**config.mk**
```make
export PLATFORM = sky130hd
export DESIGN_NAME = alu_exec_unit
export DESIGN_NICKNAME = d
export VERILOG_FILES = /design/src/rtl/alu_exec_unit.sv
export SDC_FILE = /design/constraint.sdc
export NUM_CORES = 1
export LEC_CHECK = 0
export CORE_MARGIN = 5
export CORE_UTILIZATION = 45
export DETAILED_ROUTE_END_ITERATION = 7
export PLACE_DENSITY = 0.74
export SLEW_MARGIN = 20
export SYNTH_ARGS = -nofsm -noshare
export SYNTH_HDL_FRONTEND = slang
export SYNTH_SLANG_ARGS = --single-unit
```
**constraint.sdc**
```tcl
create_clock -name clk -period 9.7 [get_ports clk]
set_clock_uncertainty 0.2 [all_clocks]
set_input_delay 2.91 -clock clk [delete_from_list [all_inputs] [get_ports clk]]
set_output_delay 2.91 -clock clk [all_outputs]
set_load 0.02 [all_outputs]
```
**src/rtl/alu_exec_unit.sv**
```systemverilog
// ALU execution unit: B-operand mux, four-operation ALU with branch-equal
// detection, one-cycle registered copies of the result and branch flag, and a
// free-running 32-bit cycle counter.
module alu_exec_unit (
    input  logic        clk,
    input  logic        reset,
    input  logic [31:0] aluValA,
    input  logic [31:0] regBvalue,
    input  logic [31:0] offsetExtended,
    input  logic        CONTROL_ALUvalB,
    input  logic [1:0]  CONTROL_OPERATION,
    output logic [31:0] aluValB,
    output logic [31:0] aluResult,
    output logic        CONTROL_BEQ,
    output logic [31:0] result_q,
    output logic        beq_q,
    output logic [31:0] cycle_count
);

    localparam logic [1:0] OP_ADD  = 2'b00;
    localparam logic [1:0] OP_NOR  = 2'b01;
    localparam logic [1:0] OP_CMP  = 2'b10;

    logic [31:0] result_d;
    logic        beq_d;
    logic [31:0] cycle_count_q;
    logic [31:0] cycle_count_d;

    // Select the B operand: sign-extended offset for immediate forms, else register B.
    always_comb begin
        aluValB = CONTROL_ALUvalB ? offsetExtended : regBvalue;
    end

    // ALU datapath; any encoding not explicitly decoded (including X/Z) falls to pass-A.
    always_comb begin
        aluResult   = aluValA;
        CONTROL_BEQ = 1'b0;
        case (CONTROL_OPERATION)
            OP_ADD: aluResult = aluValA + aluValB;
            OP_NOR: aluResult = ~(aluValA | aluValB);
            OP_CMP: begin
                aluResult   = aluValA - aluValB;
                CONTROL_BEQ = (aluValA == aluValB);
            end
            default: begin
                aluResult   = aluValA;
                CONTROL_BEQ = 1'b0;
            end
        endcase
    end

    // Next-state values for the registered outputs and the wrapping counter.
    always_comb begin
        result_d      = aluResult;
        beq_d         = CONTROL_BEQ;
        cycle_count_d = cycle_count_q + 32'd1;
    end

    // State registers, cleared asynchronously while reset is low.
    always_ff @(posedge clk or negedge reset) begin
        if (!reset) begin
            result_q      <= 32'd0;
            beq_q         <= 1'b0;
            cycle_count_q <= 32'd0;
        end else begin
            result_q      <= result_d;
            beq_q         <= beq_d;
            cycle_count_q <= cycle_count_d;
        end
    end

    assign cycle_count = cycle_count_q;

endmodule

```
[Word level (Yosys, flattened, before mapping)]
Cells that the tools add are included.
Cells by class
  $add $sub $neg: 3
  $mul: 0
  div/mod/pow operators: 0
  magnitude comparators: 0
  eq/ne operators: 3
  shift-type cells: 0
  mux-type cells: 3
  bitwise operators: 2
  reduce and logical (&&, ||, !) cells: 1
Operator list (count)
  $pmux 32 s3: 1
  $add 32x1->32 const B: 1
  $add 32x32->32: 1
  $eq 32x32->1: 1
  $mux 32: 1
  $not 32->32: 1
  $or 32x32->32: 1
  $sub 32x32->32: 1
  $eq 2x1->1 const B: 1
  $eq 2x2->1 const B: 1
  $logic_not 2->1: 1
  $mux 1: 1
Storage, ports and cells
  bits in registers: 65
  bits in latches: 0
  memory bits (writable): 0
  bits in read-only memories: 0
  input bits: 101
  output and inout port bits: 130
  logic and storage cells: 15
  memories: 0

[Depth between registers and ports, before layout]
Gate-level depths: netlist of the first run.
  depth in word-level cells: 4
  gate-level depth with buffers: 15
  depth with buffers taken out: 14

[Worst setup path before layout of the first run]
No wires, ideal clock.
  path type: input port to output port
  start point: input port CONTROL_ALUvalB
  end point: output port aluResult[27]
  arrival: 6.610 ns
  required time: 6.590 ns
  path slack: -0.020 ns
  stages on the path: 13
  buffers on the path: 2
  path through: clkbuf_1 buf_1 mux2i_1 ha_1 o21ba_1 or4_1 a211o_1 o21ai_1 a221oi_1 a21oi_1 a211oi_1 a32o_1 a211oi_1
On the way
  longest elaborated chain between the ends: 4
  elaborated cells between the ends (all ways): 6
  classes of those cells: 2 x add/sub; 2 x mux; 2 x bitwise
RTL lines
  start: declaration: line 10  | input logic CONTROL_ALUvalB,
  $mux 32 (*): line 31  | aluValB = CONTROL_ALUvalB ? offsetExtended : regBvalue;
  branches (longest 2 deep; another with $sub 32x32->32)
  $pmux 32 s3 (*): line 38  | case (CONTROL_OPERATION)
  end: declaration: line 13  | output logic [31:0] aluResult,
Every way passes the cells marked *.

[Worst setup path after layout of the first run]
  start point: input port offsetExtended[0]
  end point: output port aluResult[25]
On the way
  longest elaborated chain between the ends: 3
  elaborated cells between the ends (all ways): 4
  classes of those cells: 2 x add/sub; 2 x mux
RTL lines
  start: declaration: line 9  | input logic [31:0] offsetExtended,
  $mux 32 (*): line 31
  $sub 32x32->32 / $add 32x32->32 (equally long branches): line 42, 39
  $pmux 32 s3 (*): line 38
Every way passes the cells marked *; elsewhere a longest branch is shown, timed or not.

==> flow_summary.ini, run 1 <==
[die]
fp.dieH_um = 138
num_io_pins = 231
die_area_um2 = 19000
rows = 46
coreArea_um2 = 15900
die_w_um = 138
start_util = 0.462

[drt]
vias = 7944
avgRoutedWirePerCell_um = 17.3
drt_iter0_drc = 406
wl_um = 25700
detail-route-antenna-nets = 0
drtPass1Iterations = 5
routed_via_density = 5.34
drc = 0

[clock_network]
post_cts_buffers = 0
htreeDepth = 3
clock_sinks = 65
clk_latency_ps = 350
tritoncts = yes
cts_max_path_buffers = 2
cts-root-buf = clkbuf_16
clk_pin_slew_ps = 50
hold_buffers = 0
cts_buffers = 9

[timing]
setup_viol = 0
fmax_mhz = 105
min_period_ps = 9550
report.final.slew_viol_count = 0
rsz0062_at_grt = false
worst_slew_pin_slew_ps = 889
max_slew_margin = 0.408
finalCritPeriodShare = 0.984
fin_hold_ws_ps = 268
hold_viol = 0
setup_tns_ps = 0

[logic_synthesis]
synth_top_area_share = 0.221
synth_xor_area_frac = 0.0797
async_flop_share = 1.00
synth.cell_area_um2 = 7360
synth_cell_types = 75
yosys-top-cells-area = dfrtp_1 (22%), ha_1 (17%), mux2i_1 (7.3%)
synth_compound_area_frac = 0.193
ys_ff_latch = 65
yosysTopAreaCell = dfrtp_1
synth_edf_count = 0
yosys.area_share.simple = 0.152
synth_common_cells = ha_1 (101), inv_1 (96), nor2_1 (75), a21oi_1 (68), dfrtp_1 (65)
synth_top_family_by_area = compound AO/OA/AOI/OAI gates
syn-num-nets = 1089
ys_seq_area_frac = 0.221
synth_most_common_cell = ha_1
synth_cells = 885
synthMuxAreaShare = 0.106
avgSynthCellArea_um2 = 8.32
synthAdderAreaFrac = 0.177
synth_flop_cell = dfrtp_1
ys.warnings.count = 0

[critical_path]
crit_type = input pin to primary output
crit_path_max_fanout = 3
required_ps = 6590
slowest_stage = or4_1
critPathArrivalTime_ps = 6440
cpPeakStageDelay_ps = 440
cpMostUsedCell = buf_4
path_cells = clkdlybuf4s50_1, mux2i_1, buf_4, inv_1, ha_1, o21ba_1, or4_1, a211o_1, and2_1, o211a_1, nor3_4, and4_1, nor3_1, a32oi_1, buf_4, clkdlybuf4s15_1
start_kind = input pin
cp-end-kind = primary output
regToRegSetupSlack_ps = 7170
cp.depth = 16
reg2reg_depth = 8
cp_top_family = simple AND/OR/NAND/NOR gates
path_buf_inv = 5

[pwr]
powerDensity_nw_per_um2 = 127
ir_worst_vdd_uv = 87.9
cellLeakagePower_nw = 5.61

[finish]
antenna_cells = 0
area_delta_synth_final_pct = 57.1
finalNetCount = 1470
stdcell_area_um2 = 11600
final_util = 0.726
final_cell_count_no_fill = 1487
n_fill_cell = 1278
drive_above_1_share = 0.198

[placement]
post-place-cells = 1471
place_area_um2 = 11100
port_buffers = 230
hpwl_um = 20900
place.gp.congestion = 0.943

[global_route]
grt_busiest_layer = met2
grtUsageMet3 = 0.0570
grtUsageMet2 = 0.473
grt_overflow = 0
grt_pass1_vias = 8034
antenna_found_initial = 0
grt_pass1_wl_um = 40100
met1_usage = 0.321
grt_use_total = 0.265
grt_max_degree = 66

[min_path]
min_path_type = register to register
min_path_cells = 1

[status]
outcome = finished clean

[flow_run]
max_cap_viol_count = 0
## worst register-to-register path: cells and delay by family, from the launching register on
family / cells / cell delay [ps]
and+or+nand+nor: 7 / 1650
DFF: 1 / 430
xor gates and xnor gates: 1 / 140
## through the flow
step                      power (mW)  worst slack (ps)
after floorplan                0.687               119
after detailed placement        1.05              -310
after CTS                       1.47              13.4
after global placement          1.04              -215
after global routing            1.55              5.14
final                           1.47               154
## path summary, 6_finish.rpt
kind | startpoint | endpoint
setup reg to reg | cycle_count[2] | cycle_count[31]
min in group asynchronous | reset | result_q[29]
max in group asynchronous | reset | cycle_count[6]
hold / removal | cycle_count[31] | cycle_count[31]
setup / recovery | offsetExtended[0] | aluResult[25]
hold reg to reg | cycle_count[31] | cycle_count[31]
## metal layers
layer  part of all wire  vias to the layer above  wire length [um]
met1               0.41                     3729             10500
li1                   -                     3874                 -
met5                  0                        -                 0
met2               0.49                      305             12600
met3              0.084                       36              2150
met4              0.019                        0               485
## where the power goes
group	leakage, nW	internal, mW	switching [mW]
Sequential	0.826	0.295	0.00667
Clock	0.183	0.286	0.140
Combinational	4.60	0.360	0.385
## layout make-up
| cell class | instances | area [um^2] | share of cell area |
|---|---|---|---|
| Multi-Input combinational cell | 685 | 5300 | 0.458 |
| Timing Repair Buffer | 404 | 3620 | 0.313 |
| Sequential cell | 65 | 1630 | 0.141 |
| Inverter | 101 | 379 | 0.0328 |
| Tap cell | 216 | 270 | 0.0234 |
| Clock buffer | 10 | 239 | 0.0207 |
| Clock inverter | 6 | 138 | 0.0119 |
## what timing repair did
action / CTS / global route
endpoints found under the setup margin: 16 / 20
pin swaps: 0 / 1
gates resized for setup: 20 / 39
## state kept, by name, summed over array words and instances (netlist names)
register,count
cycle_count,32
result_q,32
beq_q,1
## cells in the final DEF, fill, tap and decap left out, drive strengths merged, types with 10 or more instances in the layout
| cell | netlist | routed |
|---|---|---|
| o21bai | 10 | 10 |
| xor2 | 14 | 14 |
| nor2b | 11 | 11 |
| mux2i | 54 | 54 |
| nor2 | 75 | 75 |
| and3 | 12 | 12 |
| a21o | 10 | 10 |
| ha | 101 | 101 |
| a211oi | 13 | 13 |
| clkbuf | 16 | 19 |
| inv | 101 | 102 |
| nor3 | 21 | 21 |
| xnor2 | 53 | 53 |
| nor4 | 10 | 10 |
| a21oi | 71 | 71 |
| dfrtp | 65 | 65 |
| nand2 | 48 | 48 |
| nand3 | 22 | 22 |
| o21ai | 38 | 38 |
| buf | 18 | 179 |
| clkdlybuf4s50 | 0 | 203 |
## cell families (layout without fill, tap and decap cells)
logic type / after synthesis / count (layout)
muxes: 69 / 69
xor gates and xnor gates: 67 / 67
AOI/OAI and AO/OA: 214 / 214
and+or+nand+nor: 232 / 232
buffers and inverters: 135 / 521
adders and majority gates: 103 / 103
DFF: 65 / 65
Power figures use the tool's default switching activity.
==> inputs of run 2 (changes only) <==
Settings changed: REMOVE_ABC_BUFFERS set to 1.
Clock period 9.7 ns to 11.7 ns, I/O delays scaled along.
==> run 2 against run 1 <==
- total power is 30% lower
- non-clock buffer count fell by 162
- combinational power decreased by 28%
- first-iteration DRC count is 27% higher
- register-to-register slack better by 2000 ps
- wire length decreased by 8.7%
- sequential cell count stayed put
==> flow_summary.ini, run 2 (same netlist as run 1, synthesis figures left out) <==
[status]
outcome = finished clean

[placement]
hpwl_um = 18600
port_buffers = 230
place.gp.congestion = 0.941
place_ws_ps = 436
post-place-cells = 1309

[critical_path]
timing.rr.start = cycle_count[2]
cp-end-kind = primary output
cp-startpoint = CONTROL_ALUvalB
crit_type = input pin to primary output
worstReg2RegEnd = cycle_count[31]
critPathArrivalTime_ps = 7660
start_kind = input pin
regToRegSetupSlack_ps = 9170
required_ps = 7990
cp-endpoint = aluResult[27]
crit_path_max_fanout = 17
reg2reg_depth = 8

[global_route]
grt_pass1_wl_um = 36500
grt_use_total = 0.242
antenna_found_initial = 0
grt_max_degree = 66
grt_overflow = 0
grt_pass1_vias = 7176

[finish]
finalNetCount = 1308
multiInputGateArea_um2 = 5210
antenna_cells = 0
most-common-layout-cells = clkdlybuf4s50_1 (226), ha_1 (101), inv_1 (96), nor2_1 (75), a21oi_1 (68)
final_cell_count_no_fill = 1324
n_fill_cell = 1464
final_common_cell = clkdlybuf4s50_1
drive_above_1_share = 0.0578
area_delta_synth_final_pct = 37.7
regArea_um2 = 1630

[timing]
setup_tns_ps = 0
setup_viol = 0
fmax_mhz = 87.9
rsz0062_at_grt = false
min_period_ps = 11370
finalCritPeriodShare = 0.972
max_slew_margin = 0.416
hold_viol = 0
report.final.slew_viol_count = 0
worst_slack_ps = 329
worst_slew_pin_slew_ps = 877

[die]
fp.dieH_um = 138
rows = 46
die_w_um = 138
start_util = 0.462
num_io_pins = 231
coreArea_um2 = 15900
die_area_um2 = 19000

[clock_network]
tritoncts = yes
cts_max_path_buffers = 2
hold_buffers = 0
clock_sinks = 65
cts_resized = 0
cts-root-buf = clkbuf_16
htreeDepth = 3
clk_pin_slew_ps = 50
post_cts_buffers = 0
clk_latency_ps = 350
cts_buffers = 9

[drt]
wl_um = 23500
drt_iter0_drc = 516
drc = 0
drtPass1Iterations = 5
avgRoutedWirePerCell_um = 17.7
vias = 7241
routed_via_density = 5.47
detail-route-antenna-nets = 0

[min_path]
min_path_type = register to register
min_path_cells = 1

[pwr]
powerDensity_nw_per_um2 = 102
cellLeakagePower_nw = 4.66
ir_worst_vdd_uv = 66.2

[flow_run]
max_cap_viol_count = 0
run 2: changes by cell type in the layout (fill, tap and decap cells not counted), sizes merged:
cell and delta:
dlygate4sd2 -5, clkinvlp +1, clkdlybuf4s50 +23, clkinv +4, bufinv -4, inv -1
dlymetal6s2s -7, clkdlybuf4s15 -1, buf -163, clkbuf -10
run 2: worst max-delay path, cell delays in order:
cell	delay [ps]
buf_2	160
buf_4	330
mux2i_1	360
ha_1	360
nand2_1	110
nand2_1	100
a21o_1	190
a221o_1	370
a221oi_1	480
a21oi_1	150
a211oi_1	330
nor4_1	80
a211oi_1	410
clkdlybuf4s50_1	690
run 2: worst min path at each step:
stage | startpoint | to | slack (ps)
finish | cycle_count[31] | cycle_count[31] | 280
global route | cycle_count[28] | cycle_count[28] | 300
CTS | cycle_count[31] | cycle_count[31] | 290
detailed placement | cycle_count[31] | cycle_count[31] | 280
global placement | cycle_count[31] | cycle_count[31] | 270
floorplan | cycle_count[31] | cycle_count[31] | 380
run 2: layout make-up:
class,count,share of cell area
clock buffer,9,0.0222
multi-input combinational,685,0.514
clock inverter,6,0.00358
tap,216,0.0267
timing repair buffer,242,0.236
inverter,101,0.0374
sequential,65,0.160
run 2: where the power goes:
group          switching, mW  internal (mW)
Clock                  0.113          0.141
Sequential           0.00511          0.245
Combinational          0.294          0.240
Total                  0.412          0.626
run 2: metal layers:
layer | routed length (um) | vias up | GRT usage
li1 | - | 3554 | -
met5 | 0 | - | 0
met1 | 10300 | 3390 | 0.321
met3 | 1890 | 22 | 0.0552
met2 | 10900 | 275 | 0.403
met4 | 315 | 0 | 0.0516
run 2: through the flow:
stage               utilization  power [mW]  hold slack, ps  instance area [um^2]
finish                    0.636        1.04             281                 10100
global route              0.636        1.10             304                 10100
CTS                       0.636        1.04             285                 10100
detailed placement        0.619       0.783             278                  9870
global placement          0.619       0.780             267                  9870
floorplan                     -       0.558             382                  7220
==> inputs of run 3 (changes only) <==
--- a/config.mk
+++ b/config.mk
@@ -6,4 +6,5 @@
 export NUM_CORES = 1
 export LEC_CHECK = 0
+export CAP_MARGIN = 10
 export CORE_MARGIN = 5
 export CORE_UTILIZATION = 45
==> constraint.sdc (replaced) <==
create_clock -name clk -period 11.7 [get_ports clk]
set_clock_uncertainty 0.2 [all_clocks]
set_input_delay 2.34 -clock clk [delete_from_list [all_inputs] [get_ports clk]]
set_output_delay 2.34 -clock clk [all_outputs]
set_load 0.02 [all_outputs]
==> run 3 against run 2 <==
- total power grew 3.1%
- via count grew 0.64%
- fmax grew 23%
- largest power group unchanged
- register-to-register slack lost 20 ps
- clock power grew 15%
- combinational power shrank 1%
==> flow_summary.ini, run 3 (same netlist as run 1, synthesis figures left out) <==
[status]
outcome = finished clean

[timing]
worst_slack_ps = 2420
setup_viol = 0
report.final.slew_viol_count = 0
setup_tns_ps = 0
max_slew_margin = 0.409
hold_viol = 0
finalCritPeriodShare = 0.793
rsz0062_at_grt = false
worst_slew_pin_slew_ps = 886
fmax_mhz = 108
min_period_ps = 9280

[clock_network]
clk_latency_ps = 350
clk_pin_slew_ps = 50
cts_max_path_buffers = 2
clock_sinks = 65
post_cts_buffers = 0
hold_buffers = 0
tritoncts = yes
cts_resized = 0
cts_buffers = 9
cts-root-buf = clkbuf_16
htreeDepth = 3

[critical_path]
cp_top_family = compound AO/OA/AOI/OAI gates
path_cells = buf_2, mux2i_1, inv_1, fa_1, o21bai_1, a211oi_1, o211ai_1, a31o_2, a211oi_1, o41ai_1, a311oi_1, xnor2_1, a21boi_1, clkdlybuf4s50_1
path_buf_inv = 3
cpPeakStageDelay_ps = 670
slowest_stage = clkdlybuf4s50_1
start_kind = input pin
critPathArrivalTime_ps = 6740
required_ps = 9160
crit_path_max_fanout = 20
cp-end-kind = primary output
crit_type = input pin to primary output
cp.depth = 14
reg2reg_depth = 8
cpMostUsedCell = a211oi_1

[die]
num_io_pins = 231
die_w_um = 138
die_area_um2 = 19000
start_util = 0.462
coreArea_um2 = 15900
fp.dieH_um = 138
rows = 46

[pwr]
powerDensity_nw_per_um2 = 106
p_comb_frac = 0.492
ir_worst_vdd_uv = 71.1
seqPwrFrac = 0.234
p_int_mw = 0.663
cellLeakagePower_nw = 4.64
clkPwrFrac = 0.274
switching_share = 0.380
p_switching_mw = 0.407

[drt]
avgRoutedWirePerCell_um = 17.6
detail-route-antenna-nets = 0
wl_um = 23200
vias = 7287
routed_via_density = 5.53
drtPass1Iterations = 5
drt_iter0_drc = 388
drc = 0

[global_route]
grt_use_total = 0.242
grt_max_degree = 66
grt_pass1_wl_um = 36400
grt_overflow = 0
antenna_found_initial = 0
grt_pass1_vias = 7225

[finish]
antenna_cells = 0
drive_above_1_share = 0.0518
regArea_um2 = 1630
stdcell_area_um2 = 10100
multiInputGateArea_um2 = 5210
n_fill_cell = 1459
finalNetCount = 1300
most-common-layout-cells = clkdlybuf4s50_1 (226), ha_1 (101), inv_1 (96), nor2_1 (75), a21oi_1 (68)
final_common_cell = clkdlybuf4s50_1
area_delta_synth_final_pct = 37.5

[placement]
hpwl_um = 18400
place_area_um2 = 9800
place_ws_ps = 2390
port_buffers = 230
place.gp.congestion = 0.904

[min_path]
min_path_cells = 1
min_path_type = register to register

[flow_run]
max_cap_viol_count = 0
-- run 3: cell count changes in the layout (fill, tap and decap cells not counted), sizes merged --
cell,previous run,this run
clkinv,5,1
buf,16,8
clkinvlp,1,2
bufinv,0,1
clkbuf,9,12
-- run 3: area by class of cell --
| class | instances | share of cell area |
|---|---|---|
| clock buffer | 12 | 0.0263 |
| timing repair buffer | 234 | 0.229 |
| tap | 216 | 0.0267 |
| inverter | 101 | 0.0375 |
| sequential | 65 | 0.161 |
| multi-input combinational | 685 | 0.515 |
| clock inverter | 4 | 0.00495 |
-- run 3: power by group through the flow --
stage	Clock [mW]	Combinational, mW	Sequential (mW)
2_1_floorplan	0	0.277	0.281
3_3_place_gp	0	0.520	0.254
3_5_place_dp	0	0.523	0.255
4_1_cts	0.300	0.526	0.250
5_1_grt	0.312	0.571	0.252
6_report	0.293	0.526	0.250
-- run 3: stage by stage --
| stage | total power, mW | instances | utilization | hold WS (ps) |
|---|---|---|---|---|
| floorplan | 0.558 | 851 | - | 382 |
| CTS | 1.08 | 1317 | 0.635 | 277 |
| global route | 1.14 | 1317 | 0.635 | 295 |
| global placement | 0.774 | 1301 | 0.615 | 268 |
| detailed placement | 0.777 | 1301 | 0.615 | 270 |
| finish | 1.07 | 1317 | 0.635 | 277 |
-- run 3: worst register-to-register path, delay by kind of cell, from the launching register on --
| family | cells | cell delay (ps) |
|---|---|---|
| and+or+nand+nor | 7 | 1670 |
| xor gates and xnor gates | 1 | 140 |
| DFF | 1 | 420 |
-- run 3: worst paths after layout --
kind                       slack (ps)       startpoint         endpoint
min in group asynchronous        1920            reset  cycle_count[23]
max                              2420  CONTROL_ALUvalB    aluResult[22]
min                               280  cycle_count[31]  cycle_count[31]
min reg2reg                       280  cycle_count[31]  cycle_count[31]
max in group asynchronous        8820            reset   cycle_count[5]
max reg2reg                      9150   cycle_count[2]  cycle_count[31]
-- run 3: per-layer routing --
| layer | up-vias | routed length [um] | part of all wire | GRT usage |
|---|---|---|---|---|
| met2 | 297 | 10900 | 0.47 | 0.410 |
| met3 | 34 | 2020 | 0.087 | 0.0617 |
| met5 | - | 0 | 0 | 0 |
| met1 | 3414 | 9900 | 0.43 | 0.308 |
| li1 | 3542 | - | - | - |
| met4 | 0 | 435 | 0.019 | 0.0615 |
